## config.mk

```make
export PLATFORM = sky130hd
export DESIGN_NAME = branch_predictor_table
export DESIGN_NICKNAME = d
export VERILOG_FILES = /design/src/rtl/bp_pkg.sv /design/src/rtl/bp_counter_bank.sv /design/src/rtl/branch_predictor_table.sv
export SDC_FILE = /design/constraint.sdc
export NUM_CORES = 1
export LEC_CHECK = 0
export CAP_MARGIN = 25
export CORE_MARGIN = 2
export CORE_UTILIZATION = 28
export CTS_CLUSTER_SIZE = 12
export DETAILED_ROUTE_END_ITERATION = 8
export GPL_TIMING_DRIVEN = 0
export PLACE_DENSITY_LB_ADDON = 0.12
export SETUP_SLACK_MARGIN = 0.02
export SYNTH_ARGS = -nofsm -noshare
export SYNTH_HDL_FRONTEND = slang
export SYNTH_HIERARCHICAL = 1
export SYNTH_SLANG_ARGS = --single-unit
export TNS_END_PERCENT = 1
```

## constraint.sdc

```tcl
create_clock -name clock -period 3.31 [get_ports clock]
set_clock_uncertainty 0.15 [all_clocks]
set_input_delay 0.8275 -clock clock [delete_from_list [all_inputs] [get_ports clock]]
set_output_delay 0.8275 -clock clock [all_outputs]
set_load 0.03 [all_outputs]
```

## src/rtl/bp_pkg.sv

```systemverilog
// Shared constants and saturating-counter encoding helpers for the branch predictor table.
package bp_pkg;

    localparam int DEF_NUM_BANKS = 4;
    localparam int DEF_INDEX_W   = 2;
    localparam int DEF_CTR_W     = 2;
    localparam int DEF_HIST_W    = 0;
    localparam int DEF_BYPASS    = 0;

    // Strongly taken: all ones.
    function automatic int ctr_max(input int ctr_w);
        return (1 << ctr_w) - 1;
    endfunction

    // Weakly not taken: the value just below the taken threshold.
    function automatic int ctr_wnt(input int ctr_w);
        return (1 << (ctr_w - 1)) - 1;
    endfunction

    // Counters at or above this value predict taken.
    function automatic int ctr_thresh(input int ctr_w);
        return 1 << (ctr_w - 1);
    endfunction

endpackage

```

## src/rtl/bp_counter_bank.sv

```systemverilog
// One bank of saturating counters: one combinational read port, one saturating update port.
module bp_counter_bank
    import bp_pkg::*;
#(
    parameter int INDEX_W = DEF_INDEX_W,
    parameter int CTR_W   = DEF_CTR_W
) (
    input  logic               clock,
    input  logic               reset,
    input  logic [INDEX_W-1:0] i_rd_idx,
    output logic [CTR_W-1:0]   o_rd_ctr,
    input  logic               i_wr_en,
    input  logic               i_wr_taken,
    input  logic [INDEX_W-1:0] i_wr_idx,
    output logic [CTR_W-1:0]   o_wr_next
);

    localparam int DEPTH = 1 << INDEX_W;
    localparam logic [CTR_W-1:0] C_MAX = CTR_W'(ctr_max(CTR_W));
    localparam logic [CTR_W-1:0] C_WNT = CTR_W'(ctr_wnt(CTR_W));

    // Held in flops so a same-cycle read always returns the pre-update value.
    logic [CTR_W-1:0] r_ctr [DEPTH];
    logic [CTR_W-1:0] w_wr_cur;

    assign o_rd_ctr = r_ctr[i_rd_idx];
    assign w_wr_cur = r_ctr[i_wr_idx];

    always_comb begin
        o_wr_next = w_wr_cur;
        if (i_wr_taken) begin
            if (w_wr_cur != C_MAX) o_wr_next = w_wr_cur + 1'b1;
        end else begin
            if (w_wr_cur != '0) o_wr_next = w_wr_cur - 1'b1;
        end
    end

    always_ff @(posedge clock or posedge reset) begin
        if (reset) begin
            for (int i = 0; i < DEPTH; i++) r_ctr[i] <= C_WNT;
        end else if (i_wr_en) begin
            r_ctr[i_wr_idx] <= o_wr_next;
        end
    end

endmodule

```

## src/rtl/branch_predictor_table.sv

```systemverilog
// Banked bimodal/gshare branch predictor: history register, index hashing, bypass and prediction register.
module branch_predictor_table
    import bp_pkg::*;
#(
    parameter int NUM_BANKS = DEF_NUM_BANKS,
    parameter int INDEX_W   = DEF_INDEX_W,
    parameter int CTR_W     = DEF_CTR_W,
    parameter int HIST_W    = DEF_HIST_W,
    parameter int BYPASS    = DEF_BYPASS,
    localparam int OFF_W    = $clog2(NUM_BANKS),
    localparam int HW       = (HIST_W > 0) ? HIST_W : 1
) (
    input  logic                 clock,
    input  logic                 reset,
    input  logic                 stall,
    input  logic [INDEX_W-1:0]   inst_addr,
    input  logic                 update,
    input  logic                 branch_result,
    input  logic [INDEX_W-1:0]   buffer_addr,
    input  logic [OFF_W-1:0]     buffer_offset,
    output logic [NUM_BANKS-1:0] prediction,
    output logic [HW-1:0]        history
);

    localparam logic [CTR_W-1:0] C_THR = CTR_W'(ctr_thresh(CTR_W));

    logic [INDEX_W-1:0]   w_hist_ext;
    logic [INDEX_W-1:0]   w_look_idx;
    logic [INDEX_W-1:0]   w_upd_idx;
    logic                 w_same_idx;
    logic [NUM_BANKS-1:0] w_wr_en;
    logic [NUM_BANKS-1:0] w_look_pred;
    logic [CTR_W-1:0]     w_rd_ctr  [NUM_BANKS];
    logic [CTR_W-1:0]     w_wr_next [NUM_BANKS];
    logic [CTR_W-1:0]     w_sel_ctr [NUM_BANKS];
    logic [NUM_BANKS-1:0] r_pred;

    generate
        if (HIST_W == 0) begin : g_bimodal
            assign w_hist_ext = '0;
            assign history    = '0;
        end else begin : g_gshare
            logic [HIST_W-1:0] r_hist;
            always_ff @(posedge clock or posedge reset) begin
                if (reset) r_hist <= '0;
                else if (update) r_hist <= HIST_W'({r_hist, branch_result});
            end
            assign w_hist_ext = INDEX_W'(r_hist);
            assign history    = r_hist;
        end
    endgenerate

    // Both indices hash with the history as it stands before this cycle's shift.
    assign w_look_idx = inst_addr ^ w_hist_ext;
    assign w_upd_idx  = buffer_addr ^ w_hist_ext;
    assign w_same_idx = (w_look_idx == w_upd_idx);

    generate
        for (genvar gb = 0; gb < NUM_BANKS; gb++) begin : g_bank
            assign w_wr_en[gb] = update && (buffer_offset == OFF_W'(gb));

            bp_counter_bank #(
                .INDEX_W (INDEX_W),
                .CTR_W   (CTR_W)
            ) u_bank (
                .clock      (clock),
                .reset      (reset),
                .i_rd_idx   (w_look_idx),
                .o_rd_ctr   (w_rd_ctr[gb]),
                .i_wr_en    (w_wr_en[gb]),
                .i_wr_taken (branch_result),
                .i_wr_idx   (w_upd_idx),
                .o_wr_next  (w_wr_next[gb])
            );

            // Forward only the bank actually written this cycle, and only when enabled.
            assign w_sel_ctr[gb] = ((BYPASS != 0) && w_wr_en[gb] && w_same_idx)
                                   ? w_wr_next[gb] : w_rd_ctr[gb];
            assign w_look_pred[gb] = (w_sel_ctr[gb] >= C_THR);
        end
    endgenerate

    always_ff @(posedge clock or posedge reset) begin
        if (reset) r_pred <= '0;
        else if (!stall) r_pred <= w_look_pred;
    end

    assign prediction = r_pred;

endmodule

```

Yosys cells after proc, flatten, opt, wreduce, memory -nomap -nowiden
Cells that the tools add are included.
{ "totals": {"register_bits": 36, "input_bits": 11, "elab_cells": 93} }
{ "op_classes": {"add_sub_neg": 8, "magnitude_cmp": 7, "n_eq_ne": 7, "muxes": 42, "bitwise": 2, "reduce_logical": 10} }
{ "ops": {"columns": ["operator", "n"], "rows": [
  ["$mux W2", 29],
  ["$bmux W2 S2", 8],
  ["$bwmux W8", 4],
  ["$add A2 B1 Y2 const B", 4],
  ["$ge A2 B2 Y1 const B", 4],
  ["$ne A2 B2 Y1 const B", 4],
  ["$reduce_bool A2 Y1", 4],
  ["$sub A2 B1 Y2 const B", 4],
  ["$ge A3 B3 Y1 const B", 2],
  ["$not A2 Y3", 2],
  ["$logic_and A1 B1 Y1", 5],
  ["$demux W2 S2", 1],
  ["$eq A2 B2 Y1 const B", 2],
  ["$lt A3 B1 Y1 const B", 1],
  ["$eq A2 B1 Y1 const B", 1],
  ["$logic_not A2 Y1", 1]
]} }

Depth between registers and ports, before layout
Gate-level depths: netlist of the first run.
{ "logic_depth": {"ltp_word": 8, "mapped_depth": 5, "ltp_nobuf": 4} }

By module
The synthesis of the first run kept the hierarchy.
{ "by_module_without_submodules": {"columns": ["module", "n_inst", "cells_each", "area_each_um2", "seq_area_each_um2"], "rows": [
  ["bp_counter_bank", 4, 44, 551.8, 205.2],
  ["branch_predictor_table", 1, 15, 191.4, 100.1]
]} }

Worst setup path before layout of the first run
OpenSTA, ideal clock, no wires.
{ "synth_path": {"path_type": "in2reg", "startpoint": "in buffer_addr[0]", "endpoint": "reg g_bank[0].u_bank/r_ctr[3] (netlist name)", "setup_ps": 125, "arrival_time_ps": 2010, "required_time_ps": 3035, "slack_ps": 1025, "stages": 4, "path_buffers": 1, "cell_sequence": "buf_6 > mux4_2 > maj3_2 > mux2_2"} }
{ "synth_between": {"elab_chain_cells": 8, "elab_cells_between_ends": 17, "cone_classes": "add/sub: 2; order compare: 2; eq/ne: 1; mux: 9; bitwise: 1; reduce/logical: 2"} }
{ "synth_lines": {"columns": ["item", "line_no", "rtl"], "rows": [
  ["start, declared", "branch_predictor_table.sv:19", "input logic [INDEX_W-1:0] buffer_addr,"],
  ["$not A2 Y3 (implied by the code) *", "bp_counter_bank.sv:27, bp_counter_bank.sv:42", null],
  ["$bmux W2 S2", "bp_counter_bank.sv:27", "assign w_wr_cur = r_ctr[i_wr_idx];"],
  ["$mux W2 (implied by the code) (2 in a row)", "bp_counter_bank.sv:27", null],
  ["$sub A2 B1 Y2, or another cell as far along", "bp_counter_bank.sv:34", "if (w_wr_cur != '0) o_wr_next = w_wr_cur - 1'b1;"],
  ["$mux W2 (on tied branches)", "bp_counter_bank.sv:34, bp_counter_bank.sv:32", null],
  ["$mux W2", "bp_counter_bank.sv:31", "if (i_wr_taken) begin"],
  ["$bwmux W8 *", "bp_counter_bank.sv:42", "r_ctr[i_wr_idx] <= o_wr_next;"],
  ["end signal, assigned by index", "bp_counter_bank.sv:42", null],
  ["end, declared", "bp_counter_bank.sv:23", "logic [CTR_W-1:0] r_ctr [DEPTH];"]
]} }
Mark *: on every way between the ends. The rest lies on a longest branch, timed or not. The select of a mux whose other input is x is not followed.
A chain may end at the register's enable or synchronous reset.

Worst setup path in the final report of the first run
{ "layout_path": {"startpoint": "in update", "endpoint": "reg g_bank[0].u_bank/r_ctr[7] (netlist name)"} }
{ "layout_between": {"elab_chain_cells": 1} }
{ "layout_lines": {"columns": ["item", "line_no", "rtl"], "rows": [
  ["start, declared", "branch_predictor_table.sv:17", "input logic update,"],
  ["$logic_and A1 B1 Y1", "branch_predictor_table.sv:60", "assign w_wr_en[gb] = update && (buffer_offset == OFF_W'(gb));"],
  ["net w_wr_en[0]", "branch_predictor_table.sv:31", "logic [NUM_BANKS-1:0] w_wr_en;"]
]} }
The timed path passes the listed nets, and every way through them passes these cells.

==> summary by stage, run 1 <==
Routing
The ratio of routed vias to standard cells is around 4.8. For this run, design rule violations remaining after detail routing come to 0. The total number of vias is 1,379.

For this block, the routed nets add up to ~4500 um of wire. The DRC violation total after the first TritonRoute iteration is 31. Dividing the detail-routed wire length by the instance count gives around 16 um. The post-detailed-route count of antenna-violating nets is 0.

The total iterations of the first detailed-routing run is 4.

Die
The die is 91.49 um tall. During I/O placement, the number of pins put on the boundary was 16. The area of the die is 8370 um^2. Once the floorplan was initialized, standard cells occupied approximately 29% of the core. The region available for standard cell placement spans 7331 um^2.

The die span in x is 91.49 um. The standard-cell row count is 31.

Power
The analysis attributes to net switching a power of ~0.36 mW. The part of the power in the clock network is between 20% and 30%. The peak supply drop is around 0.26 mV.

Of the total power, combinational logic draws about a quarter. The proportion of total power due to net switching is between 20% and 30%. In this run the power density over the cells is approximately 520 nW/um^2. Power comes to about 1.3 mW. The analysis attributes to cell leakage a power of between 1 and 1.5 nW. The proportion of power drawn by flip-flops and latches is about half. The internal power summed over all cells is around 0.94 mW.

Placement
The wire-length estimate of the detail-placed layout is between 3000 and 4000 um. The count of buffers added on input and output ports is 12. The global placement routability congestion is about 0.77. Before CTS, the worst setup slack after placement is 535.5 ps. Counting tap cells, the placed design contains a total of about 280 instances.

Cells and area
At the end of the flow, the number of nets in the layout was about 200. Relative to the synthesized area, the layout overhead comes to 15.88%. The repair_antennas step left the layout with diodes totalling 0. Once layout is complete, the utilization of the core stands at between 30% and 40%. Cells with a size suffix above 1 make up between 30% and 40% of the layout. The number of standard cells in the layout, taps in and fillers out is approximately 290.

Yosys
The cell area that synthesis handed to floorplanning was roughly 2100 um^2. The number of nets in the synthesized netlist is between 150 and 200. The Yosys step of the flow raised 6 warnings. In this run the mean area of a mapped cell was ~13 um^2.

After technology mapping, the gate count stands at between 150 and 200.

Global route
The total track usage is a little under an eighth. The via count of the first global-routing pass was between 1,500 and 2,000. The first-pass GRT wire length is roughly 7500 um. The initial antenna violation count is 0.

The met3 track demand over resource in global routing is ~3.2%. The total overflow left after global routing is 0. The met2 demand-to-capacity share in global routing is around a fifth. The maximum number of pins on one net before global-route repair is 13. The met1 usage in global routing is approximately 14%. The global routing stage identified its most utilized layer as met2.

Hold path
Counting instances, the worst hold path has a depth of 1. The worst hold path belongs to the class flop to flop. In this run the most critical hold path is launched from g_bank[2].u_bank/r_ctr[4]$_DFFE_PP1P_. The worst hold path terminates at g_bank[2].u_bank/r_ctr[4]$_DFFE_PP1P_.

Worst setup path
The reg-to-reg endpoint is g_bank[1].u_bank/r_ctr[3]$_DFFE_PP0P_. Of all nets on the critical path, the largest fanout is 4. The worst setup path category is primary input to flop. The kind of end point of the critical path is a flop. STA classifies the critical path startpoint as a primary input. The number of cells on the worst reg-to-reg path is 3. The arrival time of data at the critical path endpoint is ~2500 ps. The register-to-register setup slack is 1510 ps.

The data required time of the critical path is approximately 3300 ps. The worst register-to-register path begins at g_bank[1].u_bank/r_ctr[1]$_DFFE_PP0P_.

Timing
The worst-margin pin slew is ~600 ps. Setup repair after global routing left no endpoint under its margin. The final clock period utilization by the worst path is roughly three quarters.

In the final timing run, aggregate negative setup slack is 0 ps. The setup slack after layout is ~830 ps. Static timing analysis puts the maximum clock frequency at roughly 0.40 GHz.

The shortest period the worst path allows is approximately 2500 ps. The worst max-slew margin expressed relative to the limit is between 50% and 60%. The number of pins with negative max-slew slack in the final report is 0. The number of hold violations in the final report is 0.

Setup violations remaining at the end of the flow were counted as 0.

Clock tree
Clock-pin slew was measured on the worst setup and hold paths at ~70 ps. The quantity of gates resized following cts is 0. Buffers inserted to repair hold after CTS numbered 0. The CTS buffer count is 5. The CTS root buffer is sky130_fd_sc_hd__clkbuf_8. The number of setup buffers added after CTS is 0. CTS saw 36 sinks. The largest buffer count on any clock path is 2. TritonCTS built the clock tree. The source-to-sink clock delay at the later pin of the worst-skew pair is 280 ps. The H-tree was split into 2 levels.

Outcome
The flow ran to the end, and the final reports show no timing, DRC or antenna violations.

Run
The count of maximum capacitance violations is 0.
[metal layers]
layer / share of wire [%] / wire length (um)
met1: 46 / 2088
met2: 49 / 2202
met3: 4.2 / 189
met4: 1.2 / 53
met5: 0 / 0
[worst max-delay path, stage by stage]
cell and delay, ps:
sky130_fd_sc_hd__clkdlybuf4s50_1 520, sky130_fd_sc_hd__nor3b_1 380, sky130_fd_sc_hd__nor3b_1 400, sky130_fd_sc_hd__mux2_2 380
[power by group through the flow]
stage | Clock (mW) | Combinational (mW) | Sequential [mW]
6_report | 0.341 | 0.334 | 0.627
4_1_cts | 0.354 | 0.339 | 0.629
3_5_place_dp | 0 | 0.338 | 0.637
2_1_floorplan | 0 | 0.234 | 0.638
3_3_place_gp | 0 | 0.327 | 0.630
5_1_grt | 0.367 | 0.364 | 0.642
[area by class of cell]
cell class                      count  area (um^2)
Fill cell                         723         4847
Multi-Input combinational cell    113         1101
Sequential cell                    36        920.9
Tap cell                           99        123.9
Timing Repair Buffer               12        120.1
Buffer                             17        102.6
Clock buffer                        7        96.34
Inverter                            5        18.77
[cell usage in the layout, fill, tap and decap left out]
cell                              instances
sky130_fd_sc_hd__mux2_2                  24
sky130_fd_sc_hd__dfrtp_1                 20
sky130_fd_sc_hd__mux2i_1                 16
sky130_fd_sc_hd__dfstp_2                 16
sky130_fd_sc_hd__o21ai_0                 12
sky130_fd_sc_hd__a21boi_0                12
sky130_fd_sc_hd__clkdlybuf4s50_1         12
sky130_fd_sc_hd__and3b_1                 10
sky130_fd_sc_hd__clkbuf_1                 8
sky130_fd_sc_hd__mux4_2                   8
sky130_fd_sc_hd__maj3_2                   8
sky130_fd_sc_hd__clkbuf_8                 7
sky130_fd_sc_hd__nor3b_1                  5
sky130_fd_sc_hd__inv_1                    5
sky130_fd_sc_hd__mux2_1                   4
sky130_fd_sc_hd__buf_6                    4
sky130_fd_sc_hd__buf_2                    4
sky130_fd_sc_hd__nand3_1                  4
sky130_fd_sc_hd__o21bai_1                 4
sky130_fd_sc_hd__a21oi_1                  4
sky130_fd_sc_hd__and3_1                   1
sky130_fd_sc_hd__buf_4                    1
sky130_fd_sc_hd__conb_1                   1
[metrics by stage]
stage / cell area [um^2] / hold slack (ps)
2_1_floorplan: 2143 / 313.8
3_3_place_gp: 2387 / 318.9
3_5_place_dp: 2387 / 322.5
4_1_cts: 2484 / 333.6
5_1_grt: 2484 / 342.3
6_report: 2484 / 329.4
[state kept, by name, indices dropped and copies added, names as in the netlist]
register,count
prediction,4
g_bank.u_bank/r_ctr,32
[worst max-delay path by stage]
stage	from	to	slack (ps)
floorplan	buffer_addr[0]	g_bank[0].u_bank/r_ctr[3]$_DFFE_PP0P_	1030
global placement	update	g_bank[0].u_bank/r_ctr[7]$_DFFE_PP0P_	540
detailed placement	update	g_bank[0].u_bank/r_ctr[7]$_DFFE_PP0P_	540
CTS	update	g_bank[0].u_bank/r_ctr[7]$_DFFE_PP0P_	840
global route	update	g_bank[0].u_bank/r_ctr[7]$_DFFE_PP0P_	730
finish	update	g_bank[0].u_bank/r_ctr[7]$_DFFE_PP0P_	830
No activity file was read; power rests on OpenSTA's default activity.
==> inputs of run 2 (changes only) <==
clock period = 2.3 ns   (was 3.31 ns; I/O delays follow)
==> run 2 against run 1 <==
Critical path depth stayed put; critical path type unchanged; via count decreased by 0.36%; highest routed layer unchanged; hold slack is essentially flat; die area stayed put; largest cell class unchanged; utilization is 0.068 points higher; non-clock buffer count is the same; clock-buffer cell count unchanged; routed wire length grew 0.33%.
==> summary by stage, run 2 (synthesis results as in run 1) <==
Cells and area
The multi-input combinational cells in the finished layout cover a total of about 1100 um^2. The number of standard cells in the layout, taps in and fillers out is around 290. The number of nets at the end of the flow is ~200. The number of diodes added for antenna fixing is 0. Leaving out fill and tap cells, the most frequent cell in the layout is sky130_fd_sc_hd__mux2_2.

In the layout the commonest cells are sky130_fd_sc_hd__mux2_2 (24), sky130_fd_sc_hd__dfrtp_1 (20), sky130_fd_sc_hd__mux2i_1 (16), sky130_fd_sc_hd__dfstp_2 (16). The area taken by flip-flops and latches is 920.9 um^2. In the final layout, the share of cells above drive strength 1 is 38.42%. The growth of design area from synthesis to finish is 16.11%.

The number of flip-flops in the largest register is 32. The register with the most flip-flops in the final layout is g_bank.u_bank/r_ctr. Once layout is complete, the utilization of the core stands at between 30% and 40%. Fill cells in the final layout number 723.

Worst setup path
The reg-to-reg endpoint is g_bank[1].u_bank/r_ctr[3]$_DFFE_PP0P_. The number of cells on the worst reg-to-reg path is 3. In this run the worst path has a maximum fanout of 4. For flop-to-flop paths, the worst setup slack is about 500 ps. In this run the critical register-to-register path is launched from g_bank[1].u_bank/r_ctr[1]$_DFFE_PP0P_. The arrival time of data at the critical path endpoint is 2180 ps. The critical path is of the primary input to flop type.

The worst setup path is captured at a flop. STA classifies the critical path startpoint as a primary input. For the worst setup path, the data required time is 2320 ps.

Placement
Once placement completed, the tool counted placed cells totaling roughly 280. The global placement routability congestion is between 0.7 and 0.8. Summed over all nets, the half-perimeter wirelength after detailed placement is ~3500 um.

Prior to clock tree synthesis, the placed netlist has a worst setup slack of -222.0 ps. Buffers placed on the I/O ports in this run total 12.

Timing
Setup violations remaining at the end of the flow were counted as 0. The number of hold violations in the final report is 0. The setup slack after layout is 136.2 ps. The highest achievable clock rate is between 0.4 and 0.5 GHz. At the pin with the least slew margin, the transition time is between 600 and 700 ps. The setup TNS after final layout is 0 ps. Hold is met by 329.4 ps. The number of pins with negative max-slew slack in the final report is 0. The shortest period the worst path allows is about 2200 ps. Setup repair after global routing left no endpoint under its margin. The worst max-slew margin expressed relative to the limit is about three fifths. The final clock period utilization by the worst path is approximately 94%.

Routing
The total number of vias is about 1,400. The DRC violations left is 0. The ratio of routed vias to standard cells is between 4 and 5.

The total wirelength of the detailed-routed design is approximately 4500 um. For this block, the initial DRC count from the detailed router was 33. The average wire length per cell after detail routing is 15.74 um. The total iterations of the first detailed-routing run is 4. In this run the remaining antenna-violating nets after routing total 0.

Clock tree
The number of setup buffers added after CTS is 0. The CTS root buffer is sky130_fd_sc_hd__clkbuf_8. The largest buffer count on any clock path is 2.

The H-tree was split into 2 levels. After clock tree synthesis, the clock-pin slew on the worst setup and hold paths is about 70 ps. The source-to-sink clock delay at the later pin of the worst-skew pair is slightly below 300 ps. TritonCTS created 5 clock buffers. TritonCTS built the clock tree. CTS saw 36 sinks.

Outcome
The run finished with clean final reports.

Power
The cell area power density is between 700 and 800 nW/um^2. Across the VDD grid, the largest voltage drop is between 0.3 and 0.4 mV. The analysis attributes to cell leakage a power of 1.071 nW.

Hold path
The startpoint of the tightest hold check path is g_bank[2].u_bank/r_ctr[4]$_DFFE_PP1P_. The min-delay analysis places its worst path in the category flop to flop. The capture endpoint of the worst hold path is g_bank[2].u_bank/r_ctr[4]$_DFFE_PP1P_. The cell depth of the worst hold path is 1.

Run
The count of maximum capacitance violations is 0.

Global route
The via count of the first global-routing pass is about 1,500. The first-pass GRT wire length is ~7500 um. The maximum number of pins on one net before global-route repair is 13. For this run the aggregate overflow at the end of global routing stands at 0. Global routing used roughly 12% of the available tracks across all layers. The initial antenna violation count came to 0.

Die
The standard-cell row count is 31. Measured along the y axis, the die boundary spans 91.49 um. The number of top-level design ports is 16.

The core box area is 7331 um^2. The die span in x is approximately 90 um. The die covers 8370 um^2.

The starting utilization of the core area is between 20% and 30%.
run 2: cell types whose count changed in the layout (fill, tap and decap cells not counted):
cell / delta
sky130_fd_sc_hd__nor3b_1: -1
sky130_fd_sc_hd__nor3b_2: +1
run 2: timing repair:
item,4_1_cts,5_1_grt
hold endpoints to repair,0,0
hold buffers,0,0
resized for setup,0,1
setup endpoints to repair,0,1
run 2: routing by layer:
layer | global-route usage, % | vias to the layer above | wire length, um
met5 | 0 | - | 0
met4 | 4.167 | 0 | 53
met3 | 3.237 | 5 | 176
met2 | 19.67 | 15 | 2217
met1 | 13.82 | 692 | 2100
li1 | - | 662 | -
run 2: power by group:
part | switching, mW | total [mW] | leakage (nW) | internal (mW)
combinational | 0.209 | 0.481 | 0.584 | 0.272
clock | 0.223 | 0.490 | 0.0503 | 0.267
sequential | 0.0924 | 0.902 | 0.437 | 0.810
run 2: worst max-delay path by stage:
stage          slack, ps  cells past startpoint              from                                    end
4_1_cts               80                      4            update  g_bank[0].u_bank/r_ctr[7]$_DFFE_PP0P_
3_5_place_dp        -220                      4            update  g_bank[0].u_bank/r_ctr[7]$_DFFE_PP0P_
6_report             140                      4  buffer_offset[1]  g_bank[3].u_bank/r_ctr[7]$_DFFE_PP0P_
3_3_place_gp        -210                      4            update  g_bank[0].u_bank/r_ctr[7]$_DFFE_PP0P_
2_1_floorplan        270                      4    buffer_addr[0]  g_bank[0].u_bank/r_ctr[3]$_DFFE_PP0P_
5_1_grt               30                      4  buffer_offset[1]  g_bank[3].u_bank/r_ctr[7]$_DFFE_PP0P_
run 2: stage by stage:
stage	area (um^2)	power (mW)
after floorplan	2143	1.255
after global placement	2387	1.377
after detailed placement	2387	1.403
after CTS	2484	1.903
after global routing	2489	1.976
final	2489	1.874
run 2: layout make-up:
cell class / instances / area share [%]
flip-flops and latches: 36 / 37.00
plain buffers: 17 / 4.123
well taps: 99 / 4.977
multi-input cells: 113 / 44.44
inverters: 5 / 0.7541
repair buffers: 12 / 4.827
clock buffers: 7 / 3.871
run 2: critical path: stages:
cell and delay [ps]:
sky130_fd_sc_hd__clkdlybuf4s50_1 550, sky130_fd_sc_hd__and3_1 250, sky130_fd_sc_hd__nor3b_1 420, sky130_fd_sc_hd__mux2_2 390
==> inputs of run 3 (changes only) <==
CTS_CLUSTER_DIAMETER = 120   (was not set)
==> results of run 3 <==
Same layout as run 2: the final DEF is identical, and so are final timing and power.
